File: src/rtl/usb2_ulpi_pkg.sv
// Shared constants and state encoding for the ULPI register-access engine.
package usb2_ulpi_pkg;

  localparam logic [1:0] TXCMD_REGWR   = 2'b10;
  localparam logic [1:0] TXCMD_REGRD   = 2'b11;
  localparam logic [5:0] EXT_ADDR      = 6'h2F;
  localparam logic [7:0] REG_FUNC_CTRL = 8'h04;
  localparam logic [7:0] REG_OTG_CTRL  = 8'h0A;

  typedef enum logic [3:0] {
    ST_IDLE,
    ST_CMD,
    ST_EXT,
    ST_WDATA,
    ST_STP,
    ST_TURN,
    ST_RDATA,
    ST_ABORT,
    ST_DONE
  } reg_state_e;

  // Addresses above the 6-bit immediate range go through the extended TX_CMD.
  function automatic logic is_ext_addr(input logic [7:0] addr);
    return addr > 8'h3F;
  endfunction

endpackage

File: src/rtl/usb2_ulpi_rr_arb.sv
// Round-robin arbiter: one-hot grant starting the search at the pointer,
// pointer moves to winner+1 when the grant is accepted.
module usb2_ulpi_rr_arb #(
  parameter  int NUM_REQ = 3,
  localparam int IDX_W   = (NUM_REQ > 1) ? $clog2(NUM_REQ) : 1
) (
  input  logic               phy_clk,
  input  logic               reset,
  input  logic [NUM_REQ-1:0] req,
  input  logic               accept,
  output logic [NUM_REQ-1:0] grant,
  output logic [IDX_W-1:0]   grant_idx
);

  logic [IDX_W-1:0]   ptr_reg, ptr_next;
  logic [IDX_W-1:0]   rot_idx [NUM_REQ];
  logic [NUM_REQ-1:0] hit;
  logic               found;

  // hit[gi] is the request sitting gi places after the pointer.
  for (genvar gi = 0; gi < NUM_REQ; gi++) begin : g_rot
    logic [IDX_W:0] sum;
    assign sum         = {1'b0, ptr_reg} + (IDX_W+1)'(gi);
    assign rot_idx[gi] = (sum >= (IDX_W+1)'(NUM_REQ)) ?
                         IDX_W'(sum - (IDX_W+1)'(NUM_REQ)) : sum[IDX_W-1:0];
    assign hit[gi]     = req[rot_idx[gi]];
  end

  always_comb begin
    found     = 1'b0;
    grant_idx = '0;
    for (int k = 0; k < NUM_REQ; k++) begin
      if (!found && hit[k]) begin
        found     = 1'b1;
        grant_idx = rot_idx[k];
      end
    end
  end

  for (genvar gi = 0; gi < NUM_REQ; gi++) begin : g_grant
    assign grant[gi] = found && (grant_idx == IDX_W'(gi));
  end

  assign ptr_next = (grant_idx == IDX_W'(NUM_REQ - 1)) ? '0 : grant_idx + IDX_W'(1);

  always_ff @(posedge phy_clk) begin
    if (reset) begin
      ptr_reg <= '0;
    end else if (accept && found) begin
      ptr_reg <= ptr_next;
    end
  end

endmodule

File: src/rtl/usb2_ulpi_regctl.sv
// ULPI register-access engine: round-robin requesters, immediate/extended
// reads and writes, abort and NXT timeout handling. ULPI_REG_RETRY_EN enables abort retries.
module usb2_ulpi_regctl
  import usb2_ulpi_pkg::*;
#(
  parameter int NUM_REQ     = 3,
  parameter int TIMEOUT_CYC = 64,
  parameter int RETRY_MAX   = 3
) (
  input  logic                 phy_clk,
  input  logic                 reset,
  input  logic                 bus_free,
  output logic                 bus_busy,
  input  logic [7:0]           phy_d_in,
  output logic [7:0]           phy_d_out,
  output logic                 phy_d_oe,
  input  logic                 phy_dir,
  input  logic                 phy_nxt,
  output logic                 phy_stp,
  input  logic [NUM_REQ-1:0]   req_valid,
  input  logic [NUM_REQ-1:0]   req_write,
  input  logic [8*NUM_REQ-1:0] req_addr,
  input  logic [8*NUM_REQ-1:0] req_wdata,
  output logic [NUM_REQ-1:0]   req_ack,
  output logic [7:0]           rsp_rdata,
  output logic                 rsp_err,
  output logic [7:0]           rx_cmd,
  output logic                 rx_cmd_valid
);

  localparam int IDX_W = (NUM_REQ > 1) ? $clog2(NUM_REQ) : 1;
  localparam int TMR_W = $clog2(TIMEOUT_CYC + 1);

  reg_state_e         state_reg, state_next;
  logic [TMR_W-1:0]   timer_reg;
  logic               timed_out;
  logic               arb_accept;
  logic [NUM_REQ-1:0] arb_grant, gnt_reg;
  logic [IDX_W-1:0]   arb_idx;
  logic               write_reg;
  logic [7:0]         addr_reg, wdata_reg, rdata_reg;
  logic               ext_addr;
  logic               err_reg, err_next;
  logic               d_oe_reg, dir_q_reg, rx_pend_reg, rx_valid_reg;
  logic [7:0]         rx_cmd_reg;
  logic               retry_ok;

  assign arb_accept = (state_reg == ST_IDLE) && bus_free && (|req_valid) && !phy_dir;
  assign ext_addr   = is_ext_addr(addr_reg);
  assign timed_out  = (timer_reg == TMR_W'(TIMEOUT_CYC - 1));

  usb2_ulpi_rr_arb #(.NUM_REQ(NUM_REQ)) u_arb (
    .phy_clk   (phy_clk),
    .reset     (reset),
    .req       (req_valid),
    .accept    (arb_accept),
    .grant     (arb_grant),
    .grant_idx (arb_idx)
  );

`ifdef ULPI_REG_RETRY_EN
  localparam int RTY_W = $clog2(RETRY_MAX + 2);
  logic [RTY_W-1:0] retry_reg;
  assign retry_ok = (retry_reg < RTY_W'(RETRY_MAX));

  always_ff @(posedge phy_clk) begin
    if (reset || arb_accept) begin
      retry_reg <= '0;
    end else if (state_reg == ST_ABORT && state_next == ST_CMD) begin
      retry_reg <= retry_reg + RTY_W'(1);
    end
  end
`else
  assign retry_ok = 1'b0;
`endif

  always_comb begin
    state_next = state_reg;
    err_next   = err_reg;
    unique case (state_reg)
      ST_IDLE: begin
        if (arb_accept) begin
          state_next = ST_CMD;
          err_next   = 1'b0;
        end
      end
      ST_CMD: begin
        if (phy_dir)        state_next = ST_ABORT;
        else if (phy_nxt)   state_next = ext_addr ? ST_EXT : (write_reg ? ST_WDATA : ST_TURN);
        else if (timed_out) begin state_next = ST_DONE; err_next = 1'b1; end
      end
      ST_EXT: begin
        if (phy_dir)        state_next = ST_ABORT;
        else if (phy_nxt)   state_next = write_reg ? ST_WDATA : ST_TURN;
        else if (timed_out) begin state_next = ST_DONE; err_next = 1'b1; end
      end
      ST_WDATA: begin
        if (phy_dir)        state_next = ST_ABORT;
        else if (phy_nxt)   state_next = ST_STP;
        else if (timed_out) begin state_next = ST_DONE; err_next = 1'b1; end
      end
      ST_STP:   state_next = ST_DONE;
      // DIR together with NXT means the PHY started a receive packet instead.
      ST_TURN: begin
        if (phy_dir)        state_next = phy_nxt ? ST_ABORT : ST_RDATA;
        else if (timed_out) begin state_next = ST_DONE; err_next = 1'b1; end
      end
      ST_RDATA: state_next = ST_DONE;
      ST_ABORT: begin
        if (!phy_dir) begin
          if (retry_ok) state_next = ST_CMD;
          else begin state_next = ST_DONE; err_next = 1'b1; end
        end else if (timed_out) begin
          state_next = ST_DONE;
          err_next   = 1'b1;
        end
      end
      ST_DONE:  state_next = ST_IDLE;
      default:  state_next = ST_IDLE;
    endcase
  end

  always_ff @(posedge phy_clk) begin
    if (reset) begin
      state_reg <= ST_IDLE;
      err_reg   <= 1'b0;
      timer_reg <= '0;
    end else begin
      state_reg <= state_next;
      err_reg   <= err_next;
      if (state_next != state_reg)  timer_reg <= '0;
      else if (state_reg != ST_IDLE) timer_reg <= timer_reg + TMR_W'(1);
    end
  end

  always_ff @(posedge phy_clk) begin
    if (reset) begin
      gnt_reg   <= '0;
      write_reg <= 1'b0;
      addr_reg  <= '0;
      wdata_reg <= '0;
      rdata_reg <= '0;
    end else begin
      if (arb_accept) begin
        gnt_reg   <= arb_grant;
        write_reg <= req_write[arb_idx];
        addr_reg  <= req_addr[{arb_idx, 3'b000} +: 8];
        wdata_reg <= req_wdata[{arb_idx, 3'b000} +: 8];
      end
      if (state_reg == ST_RDATA) rdata_reg <= phy_d_in;
    end
  end

  // RX_CMD byte follows the turnaround cycle of a DIR rise seen while idle.
  always_ff @(posedge phy_clk) begin
    if (reset) begin
      d_oe_reg     <= 1'b0;
      dir_q_reg    <= 1'b0;
      rx_pend_reg  <= 1'b0;
      rx_valid_reg <= 1'b0;
      rx_cmd_reg   <= '0;
    end else begin
      d_oe_reg     <= !phy_dir;
      dir_q_reg    <= phy_dir;
      rx_pend_reg  <= (state_reg == ST_IDLE) && phy_dir && !dir_q_reg && !phy_nxt;
      rx_valid_reg <= rx_pend_reg;
      if (rx_pend_reg) rx_cmd_reg <= phy_d_in;
    end
  end

  always_comb begin
    phy_d_out = 8'h00;
    case (state_reg)
      ST_CMD:   phy_d_out = {write_reg ? TXCMD_REGWR : TXCMD_REGRD,
                             ext_addr ? EXT_ADDR : addr_reg[5:0]};
      ST_EXT:   phy_d_out = addr_reg;
      ST_WDATA: phy_d_out = wdata_reg;
      default:  phy_d_out = 8'h00;
    endcase
  end

  assign bus_busy     = (state_reg != ST_IDLE);
  assign phy_stp      = (state_reg == ST_STP);
  assign phy_d_oe     = d_oe_reg;
  assign req_ack      = (state_reg == ST_DONE) ? gnt_reg : '0;
  assign rsp_err      = (state_reg == ST_DONE) && err_reg;
  assign rsp_rdata    = rdata_reg;
  assign rx_cmd       = rx_cmd_reg;
  assign rx_cmd_valid = rx_valid_reg;

endmodule

File: config.mk
export PLATFORM = sky130hd
export DESIGN_NAME = usb2_ulpi_regctl
export DESIGN_NICKNAME = d
export VERILOG_FILES = /design/src/rtl/usb2_ulpi_pkg.sv /design/src/rtl/usb2_ulpi_rr_arb.sv /design/src/rtl/usb2_ulpi_regctl.sv
export SDC_FILE = /design/constraint.sdc
export NUM_CORES = 1
export LEC_CHECK = 0
export ABC_CLOCK_PERIOD_IN_PS = 3300
export CAP_MARGIN = 20
export CORE_UTILIZATION = 47
export DETAILED_ROUTE_END_ITERATION = 16
export HOLD_SLACK_MARGIN = 0.1
export PLACE_DENSITY = 0.81
export SLEW_MARGIN = 0
export SYNTH_ARGS = -nofsm -noshare
export SYNTH_HDL_FRONTEND = slang
export SYNTH_HIERARCHICAL = 1
export SYNTH_SLANG_ARGS = --single-unit
File: constraint.sdc
create_clock -name phy_clk -period 3.3 [get_ports phy_clk]
set_input_delay 0.33 -clock phy_clk [delete_from_list [all_inputs] [get_ports phy_clk]]
set_output_delay 0.33 -clock phy_clk [all_outputs]
set_load 0.05 [all_outputs]
==> results.cfg <==
[yosys]
synth.yosys.seq_area_share_pct = 33.9
synth.top_cell.area_share_pct = 33.9
yosys_warnings = 6
synth-simple-area-share_pct = 23.6
async_flop_share_pct = 0
synth_top_family_by_area = simple AND/OR/NAND/NOR gates
synth_edf_count = 0
synth_fp_nets = 470
syn_area_um2 = 3190
yosys-top-cells-area = dfxtp_1 (34%), mux2i_1 (10%), nor2_1 (6.9%)
yosys.area_share.xor_xnor_pct = 1.65
postSynthAreaPerCell_um2 = 8.01
yosysTopAreaCell = dfxtp_1
synth_cells = 398
synth-seq-cells = 54
synth-compound-area-share_pct = 23.0
synth_fa_ha_area_share_pct = 1.96
synth.distinct_cells = 61
synth_mux_area_share_pct = 10.4
ys_dominant_reg_cell = dfxtp_1

[sta]
drv_slew = 0
setup_viol = 0
worst_pin_slew_ns = 0.833
rsz0062_at_grt = no
period_share_pct = 91.2
worst_slack_ns = 0.291
max_freq_mhz = 332
tns_ns = 0
period_needed_ns = 3.01
finalHoldViolations = 0
slew_headroom_pct = 44.0
clock-skew-final_ns = 0.00397

[die]
die_y_um = 84.4
ios = 99
core_area_um2 = 6460
fp.dieW_um = 84.4
rows = 29
die-area_um2 = 7120
initial_core_util_pct = 49.4

[hold_path]
hold_path.class = register to register

[clock_network]
cts-root-buf = clkbuf_8
cts_tree = done
ctsHoldBuffers = 0
postCtsSetupBuffers = 0
clk_latency_ns = 0.30
ctsResizeCount = 0
clkSinkCount = 54
clkTransAtPathRegs_ns = 0.09
numCtsBuffers = 5
htreeDepth = 2
clockBufferDepth = 2

[critical_path]
crit_required_ns = 2.97
slowest_delay_ns = 0.81
criticalPathCategory = register to primary output
worstPathArrival_ns = 2.68
worstSetupEndpointType = primary output
cp_slowest_cell = clkdlybuf4s50_1
cp-start-kind = register
crit_chain = inv_1 > nor2_1 > o221a_2 > clkdlybuf4s50_1
path_max_fanout = 20

[final_layout]
nets = 554
nFillCells = 575
drive_gt1_share_pct = 5.81
areaGrowthSynthToFinish_pct = 34.5
diodes = 0

[grt]
antenna_found_initial = 0
grt_pass1_wl_um = 14100
grt_max_degree = 41
grt_pass1_vias = 3183
grt_usage_pct = 23.8
grt.overflow.total = 0

[placement]
gp_congestion = 0.884
dp.final_hpwl_um = 6240
pre_cts_ws_ns = 0.201
numPortBuffers = 98

[pwr]
p_leak_uw = 0.00148
p_per_area_nw_per_um2 = 591
p_seq_share_pct = 33.9
p_sw_uw = 1130
power.internal_uw = 1400
switching_share_pct = 44.8
clock_power_share_pct = 13.9
combinationalPowerShare_pct = 52.1
ir_worst_vdd_v = 0.000280

[detailed_routing]
post_drt_via_cell_ratio = 5.80
wl_per_cell_um = 14.9
wl_um = 8310
drt-initial-drc-count = 224
num_vias = 3240
drc_errors = 4
ant_nets = 0
dr.pass1.iters = 11

[flow_run]
cap_violations = 0

[outcome]
status = complete, but fails checks
violations = DRC
-- path summary, 6_finish.rpt --
path | start | endpoint | slack (ns) | cells after the start
max | state_reg[0] | phy_d_out[0] | 0.29 | 4
min | dir_q_reg | rx_pend_reg | 0.42 | 1
max reg2reg | u_arb/ptr_reg[0] | wdata_reg[5] | 0.69 | 11
min reg2reg | dir_q_reg | rx_pend_reg | 0.42 | 1
-- kinds of logic after synthesis --
logic type | after synthesis
xor gates and xnor gates | 6
and+or+nand+nor | 151
adders and majority gates | 5
AOI/OAI and AO/OA | 107
buffers and inverters | 42
muxes | 33
DFF | 54
-- layer usage --
layer	vias to the layer above	share of wire [%]	GRT usage, %
met4	0	1.3	6.47
met5	-	0	0
met1	1483	44	29.9
met3	13	6.0	4.72
met2	139	48	41.7
li1	1605	-	-
-- cell usage in the layout (no fill, tap or decap), drive strengths merged, types with 2 or more instances in the layout --
master,netlist,final
nor4b,2,2
a21boi,2,2
ha,5,5
nand3,12,12
o21a,2,2
dfxtp,54,54
a311oi,2,2
a2111oi,2,2
clkbuf,22,6
clkdlybuf4s50,0,98
a21oi,37,37
nand2b,7,7
a32oi,2,2
mux2i,32,32
a22oi,3,3
and3,2,2
o221a,6,6
a211oi,17,17
inv,12,12
o22ai,2,2
o32ai,2,2
nand2,26,26
and2,7,7
a31oi,3,3
xnor2,5,5
o21ai,12,12
nor2b,7,7
a211o,3,3
a21o,2,2
o32a,2,2
or4,2,2
nor2,59,59
o211ai,2,2
nor3b,2,2
buf,8,9
nor3,8,8
nand4,3,3
nor4,7,7
-- power groups by stage --
stage	Combinational, uW	Clock (uW)	Sequential, uW
global placement	1280	0	867
finish	1320	353	859
floorplan	980	0	835
global route	1430	391	877
detailed placement	1300	0	871
CTS	1310	362	855
-- worst max-delay path: cells and delay by family, from the launching register on --
kind,cells,cell delay [ns]
compound gates,1,0.29
buf+inv,2,1.01
flops,1,0.74
simple gates,1,0.33
-- cell usage after synthesis (2+ instances only) --
cell type	n
o211ai_1	2
nand2b_1	7
o221a_2	6
a22oi_1	3
inv_1	11
a21oi_1	37
ha_1	5
mux2i_1	32
and3_1	2
a32oi_1	2
buf_2	5
clkbuf_1	22
a211o_1	3
o32a_1	2
nand2_1	26
a31oi_1	3
xnor2_1	5
a2111oi_0	2
nor3b_1	2
o21ai_0	11
o21a_1	2
nor4_1	7
nor2_1	59
a211oi_1	17
nor3_1	8
and2_1	7
dfxtp_1	54
nand3_1	12
o22ai_1	2
nand4_1	3
nor2b_1	6
or4_1	2
a21o_1	2
a311oi_1	2
-- layout make-up --
cell class                 count  area, um^2  share of cell area, %
clock buffer                   6        72.6                   1.69
timing repair buffer         107        1050                   24.5
tap                           77        96.3                   2.25
clock inverter                 1        7.51                  0.175
sequential                    54        1080                   25.2
multi-input combinational    302        1940                   45.2
inverter                      12        45.0                   1.05
-- through the flow --
| step | utilization, % | hold WS, ns | cell area (um^2) | power [uW] | cells |
|---|---|---|---|---|---|
| 6_report | 66.4 | 0.415 | 4290 | 2530 | 559 |
| 5_1_grt | 66.4 | 0.432 | 4290 | 2700 | 559 |
| 4_1_cts | 66.3 | 0.412 | 4280 | 2520 | 558 |
| 3_5_place_dp | 65.0 | 0.385 | 4200 | 2170 | 551 |
| 3_3_place_gp | 65.0 | 0.388 | 4200 | 2150 | 551 |
| 2_1_floorplan | - | 0.376 | 3190 | 1820 | 398 |
Note: power is estimated with default switching activity, not from simulation.
